### src/rtl/key_entry_pkg.sv
// Shared key codes, state encoding and widths for the keypad entry block.
package key_entry_pkg;

   localparam int unsigned DATA_W = 16;
   localparam int unsigned NDIG_W = 3;
   localparam int unsigned KEY_W  = 5;
   localparam int unsigned CNT_W  = 8;

   localparam logic [KEY_W-1:0] KEY_DIG_MAX = 5'd9;
   localparam logic [KEY_W-1:0] KEY_ENTER   = 5'd16;
   localparam logic [KEY_W-1:0] KEY_BACK    = 5'd17;
   localparam logic [KEY_W-1:0] KEY_CLEAR   = 5'd18;

   typedef enum logic {
      IDLE = 1'b0,
      EDIT = 1'b1
   } state_t;

   function automatic logic is_digit(input logic [KEY_W-1:0] k);
      return k <= KEY_DIG_MAX;
   endfunction

endpackage

### src/rtl/key_edge.sv
// Registers the key-held level and flags its rising edge for one cycle.
module key_edge (
   input  logic clk,
   input  logic rst,
   input  logic keyclk_i,
   output logic rise_c
);

   logic keyclk_q;

   always_ff @(posedge clk) begin
      if (rst) keyclk_q <= 1'b0;
      else     keyclk_q <= keyclk_i;
   end

   assign rise_c = keyclk_i & ~keyclk_q;

endmodule

### src/rtl/key_entry.sv
// Four-digit BCD keypad entry with edit/commit FSM.
// Optional edit blink enabled by defining KEY_ENTRY_BLINK_EN.
module key_entry
   import key_entry_pkg::*;
#(
   parameter logic [DATA_W-1:0] RESET_VAL = 16'h0005,
   parameter logic [CNT_W-1:0]  BLINK_DIV = 8'd49
) (
   input  logic              clk,
   input  logic              rst,
   input  logic [KEY_W-1:0]  keyout,
   input  logic              keyclk,
   output logic [DATA_W-1:0] entry,
   output logic [DATA_W-1:0] value,
   output logic [NDIG_W-1:0] ndig,
   output logic              editing,
   output logic              commit,
   output logic              err,
   output logic              blank
);

   state_t              state_q, state_d;
   logic [DATA_W-1:0]   entry_q, entry_d;
   logic [DATA_W-1:0]   value_q, value_d;
   logic [NDIG_W-1:0]   ndig_q, ndig_d;
   logic                commit_q, commit_d;
   logic                err_q, err_d;
   logic                press_c;

   key_edge u_key_edge (
      .clk      (clk),
      .rst      (rst),
      .keyclk_i (keyclk),
      .rise_c   (press_c)
   );

   always_ff @(posedge clk) begin
      if (rst) begin
         state_q  <= IDLE;
         entry_q  <= '0;
         value_q  <= RESET_VAL;
         ndig_q   <= '0;
         commit_q <= 1'b0;
         err_q    <= 1'b0;
      end else begin
         state_q  <= state_d;
         entry_q  <= entry_d;
         value_q  <= value_d;
         ndig_q   <= ndig_d;
         commit_q <= commit_d;
         err_q    <= err_d;
      end
   end

   always_comb begin
      state_d  = state_q;
      entry_d  = entry_q;
      value_d  = value_q;
      ndig_d   = ndig_q;
      commit_d = 1'b0;
      err_d    = 1'b0;
      if (press_c) begin
         case (state_q)
            IDLE: begin
               if (is_digit(keyout)) begin
                  state_d = EDIT;
                  entry_d = {12'h000, keyout[3:0]};
                  ndig_d  = 3'd1;
               end
            end
            EDIT: begin
               if (is_digit(keyout)) begin
                  if (ndig_q < 3'd4) begin
                     entry_d = {entry_q[11:0], keyout[3:0]};
                     ndig_d  = ndig_q + 3'd1;
                  end else begin
                     err_d = 1'b1;
                  end
               end else if (keyout == KEY_BACK) begin
                  if (ndig_q != 3'd0) begin
                     entry_d = {4'h0, entry_q[15:4]};
                     ndig_d  = ndig_q - 3'd1;
                  end
               end else if (keyout == KEY_ENTER) begin
                  if (ndig_q != 3'd0) begin
                     value_d  = entry_q;
                     commit_d = 1'b1;
                  end
                  entry_d = '0;
                  ndig_d  = '0;
                  state_d = IDLE;
               end else if (keyout == KEY_CLEAR) begin
                  entry_d = '0;
                  ndig_d  = '0;
                  state_d = IDLE;
               end
            end
            default: state_d = IDLE;
         endcase
      end
   end

`ifdef KEY_ENTRY_BLINK_EN
   logic [CNT_W-1:0] cnt_q, cnt_d;
   logic             blank_q, blank_d;
   logic             accept_c;

   // Any recognised key restarts the blink phase so the new digit is visible.
   assign accept_c = press_c &&
                     (is_digit(keyout) ||
                      (state_q == EDIT && (keyout == KEY_ENTER || keyout == KEY_BACK ||
                                           keyout == KEY_CLEAR)));

   always_ff @(posedge clk) begin
      if (rst) begin
         cnt_q   <= '0;
         blank_q <= 1'b0;
      end else begin
         cnt_q   <= cnt_d;
         blank_q <= blank_d;
      end
   end

   always_comb begin
      cnt_d   = cnt_q;
      blank_d = blank_q;
      if (state_d == IDLE || accept_c) begin
         cnt_d   = '0;
         blank_d = 1'b0;
      end else if (cnt_q == BLINK_DIV) begin
         cnt_d   = '0;
         blank_d = ~blank_q;
      end else begin
         cnt_d = cnt_q + CNT_W'(1);
      end
   end

   assign blank = blank_q;
`else
   assign blank = 1'b0;
`endif

   assign entry   = entry_q;
   assign value   = value_q;
   assign ndig    = ndig_q;
   assign editing = (state_q == EDIT);
   assign commit  = commit_q;
   assign err     = err_q;

endmodule

### config.mk
export PLATFORM = sky130hd
export DESIGN_NAME = key_entry
export DESIGN_NICKNAME = d
export VERILOG_FILES = /design/src/rtl/key_entry_pkg.sv /design/src/rtl/key_edge.sv /design/src/rtl/key_entry.sv
export SDC_FILE = /design/constraint.sdc
export NUM_CORES = 1
export LEC_CHECK = 0
export CAP_MARGIN = 5
export CORE_MARGIN = 2
export CORE_UTILIZATION = 30
export DETAILED_ROUTE_END_ITERATION = 8
export DONT_BUFFER_PORTS = 1
export MAX_ROUTING_LAYER = met4
export PLACE_DENSITY = 0.5
export RECOVER_POWER = 100
export SLEW_MARGIN = 20
export SYNTH_ARGS = -nofsm -noshare
export SYNTH_HDL_FRONTEND = slang
export SYNTH_HIERARCHICAL = 1
export SYNTH_SLANG_ARGS = --single-unit
### constraint.sdc
create_clock -name clk -period 1.85 [get_ports clk]
set_clock_uncertainty 0.2 [all_clocks]
set_input_delay 0.2775 -clock clk [delete_from_list [all_inputs] [get_ports clk]]
set_output_delay 0.2775 -clock clk [all_outputs]
set_load 0.02 [all_outputs]
==> flow_metrics.tcl <==
set metrics [dict create \
    rsz0062_at_grt "yes" \
    clock_sinks 39 \
    die-area_um2 6860 \
    crit_type "reg -> reg" \
    drt_iter0_markers 64 \
    synthesis.area_per_instance_um2 9.13 \
    clock_power_share_pct 42.8 \
    io_buffers 0 \
    cts_setup_buffers 0 \
    grt_max_degree 24 \
    cts_tree "done" \
    p_comb_share_pct 8.0 \
    num_antenna_cells 0 \
    synth_edf_count 0 \
    violations "negative hold slack" \
    yosys_register_bits 39 \
    gr-usage-met2_pct 22.4 \
    arrival_ns 1.80 \
    sw_frac_of_total_pct 24.3 \
    hpwl_um 3520 \
    seq_power_share_pct 49.2 \
    min_path_type "in -> reg" \
    use_met3_pct 5.37 \
    final_max_slew_viol_count 0 \
    synth_cell_types 36 \
    grt_pass1_wl_um 8200 \
    worst_setup_path_end_kind "flip-flop" \
    area_delta_synth_final_pct 22.6 \
    power.leakage_nw 0.857 \
    clk_pin_slew_ns 0.08 \
    vdd_drop_max_uv 278 \
    final_common_cell "dfxtp_1" \
    netlist_area_um2 1860 \
    vias 1570 \
    tightest_slew_ns 0.507 \
    ys.flop_type "dfxtp_1" \
    via_per_inst 5.16 \
    routed_wl_um 4860 \
    internal_power_w 0.00132 \
    ant_nets 0 \
    status "complete, but fails checks" \
    period_share_pct 97.3 \
    required_ns 1.85 \
    die_width_um 82.8 \
    clock_latency_ns 0.30 \
    busiest_layer "met2" \
    grt_pass1_vias 1585 \
    core-area_um2 5960 \
    power_density_nw_per_um2 762 \
    use_met1_pct 19.1 \
    routabilityCongestion 0.883 \
    grt-ovfl-total 0 \
    yosysWarnings 6 \
    root_buffer "clkbuf_8" \
    max_freq_mhz 556 \
    die_h_um 82.8 \
    holdBufCountCts 3 \
    yosysSeqAreaShare_pct 41.9 \
    power_switching_w 0.000424 \
    grt_usage_pct 15.3 \
    slew_headroom_pct 66.2 \
    postLayoutCellArea_um2 2280 \
    final_cell_mix "dfxtp_1 (37), mux2i_1 (25), nand2_1 (21)" \
    drive_above_1_share_pct 20.5 \
    ctsHtreeMaxLevel 2 \
    final_hold_viol_count 16 \
    dpl_cell_area_um2 2120 \
    fin_nets 239 \
    setup_violations 0 \
    async_flop_share_pct 0 \
    netlist_instances 204 \
    route.detailed.drc 0 \
    syn_nets 215 \
    initial_utilization_pct 31.3 \
    critPathMaxFanout 9 \
    hold_ws_ns -0.166 \
    maxCapViolations 0 \
    min_period_ns 1.80 \
    fp-row-count 28 \
    clockBufferDepth 2 \
    tns_ns 0 \
    worstSetupStartpointType "flip-flop" \
    cts_inserted_buffers 5 \
    io_pins 47 \
    antenna_found_initial 0 \
    firstDrtPassIters 4 \
    wl_per_cell_um 16.0 \
]
==> area by class of cell <==
type                    count  area, um^2
inverters                  10        37.5
fillers                   620        3670
clock buffers               5        68.8
flip-flops and latches     39         786
multi-input cells         142        1000
repair buffers             30         246
well taps                  75        93.8
clock inverters             3        47.5
==> through the flow <==
| step | utilization [%] | power (W) | setup WS, ns | instances | hold slack [ns] |
|---|---|---|---|---|---|
| 5_1_grt | 38.3 | 0.00181 | -0.107 | 304 | -0.188 |
| 2_1_floorplan | - | 0.000962 | -0.0710 | 204 | 0.142 |
| 4_1_cts | 38.4 | 0.00177 | 0.000295 | 304 | -0.180 |
| 3_5_place_dp | 35.7 | 0.00101 | -0.0834 | 293 | 0.146 |
| 6_report | 38.3 | 0.00174 | 0.0500 | 304 | -0.166 |
| 3_3_place_gp | 35.7 | 0.00101 | -0.114 | 293 | 0.145 |
==> cell usage after synthesis, types with 2 or more instances <==
cell,number,area [um^2]
nor3b_1,3,22.5
o21ai_0,12,60.1
buf_6,2,22.5
o211ai_1,2,15.0
nor4_1,2,12.5
a21oi_1,3,15.0
inv_1,10,37.5
ha_1,3,37.5
nor2b_1,2,12.5
a2111oi_0,2,17.5
a32o_1,6,60.1
a22o_1,3,26.3
clkbuf_1,9,33.8
nor3_1,16,80.1
o21a_1,2,15.0
or3_1,2,12.5
dfxtp_1,39,781
nor2b_4,2,27.5
nor2_1,18,67.6
nand2_1,22,82.6
and3_1,5,31.3
mux2i_1,25,250
==> flip-flops by register name (all words and copies together) (netlist names) <==
signal / count
editing: 1
ndig: 3
commit: 1
u_key_edge/keyclk_q: 1
value: 16
entry: 16
err: 1
==> logic make-up (layout without fill, tap and decap cells) <==
kind of cell	after synthesis	in the layout	share of synthesized area [%]
simple gates	78	78	22.3
flops	39	39	41.9
compound gates	34	34	13.0
mux	26	26	14.0
buf+inv	23	48	6.51
fa+ha+maj	3	3	2.01
other cells	1	1	0.201
==> repair_timing <==
action,in CTS,in global routing
resized for setup,4,5
endpoints found under the hold margin,19,16
pin swaps,0,2
endpoints found under the setup margin,15,35
==> worst max-delay path, cell delays in order (launching register included) <==
cell	delay (ns)
dfxtp_1	0.33
nor2b_4	0.13
inv_1	0.07
a2111oi_2	0.32
buf_4	0.19
nor3_4	0.07
buf_12	0.15
a32o_1	0.25
==> power groups by stage <==
stage / registers (W) / clock network, W / logic [W]
2_1_floorplan: 0.000879 / 0 / 0.0000835
3_3_place_gp: 0.000877 / 0 / 0.000130
3_5_place_dp: 0.000877 / 0 / 0.000129
4_1_cts: 0.000857 / 0.000774 / 0.000137
5_1_grt: 0.000859 / 0.000803 / 0.000151
6_report: 0.000857 / 0.000745 / 0.000139
==> layer usage <==
layer | wire length (um) | vias to the layer above
met1 | 2210 | 737
met3 | 362 | 10
li1 | - | 773
met4 | 125 | 0
met5 | 0 | -
met2 | 2170 | 50
==> worst paths after layout <==
kind                                  startpoint                     to  slack (ns)  cells after the start
setup / recovery  u_key_edge/keyclk_q$_SDFF_PP0_  entry[5]$_SDFFE_PP0P_        0.05                      7
hold / removal                               rst  value[1]$_SDFFE_PP0P_       -0.17                      1
setup reg to reg  u_key_edge/keyclk_q$_SDFF_PP0_  entry[5]$_SDFFE_PP0P_        0.05                      7
hold reg to reg            value[7]$_SDFFE_PP0P_  value[7]$_SDFFE_PP0P_        0.40                      2
No activity file was read; power rests on OpenSTA's default activity.
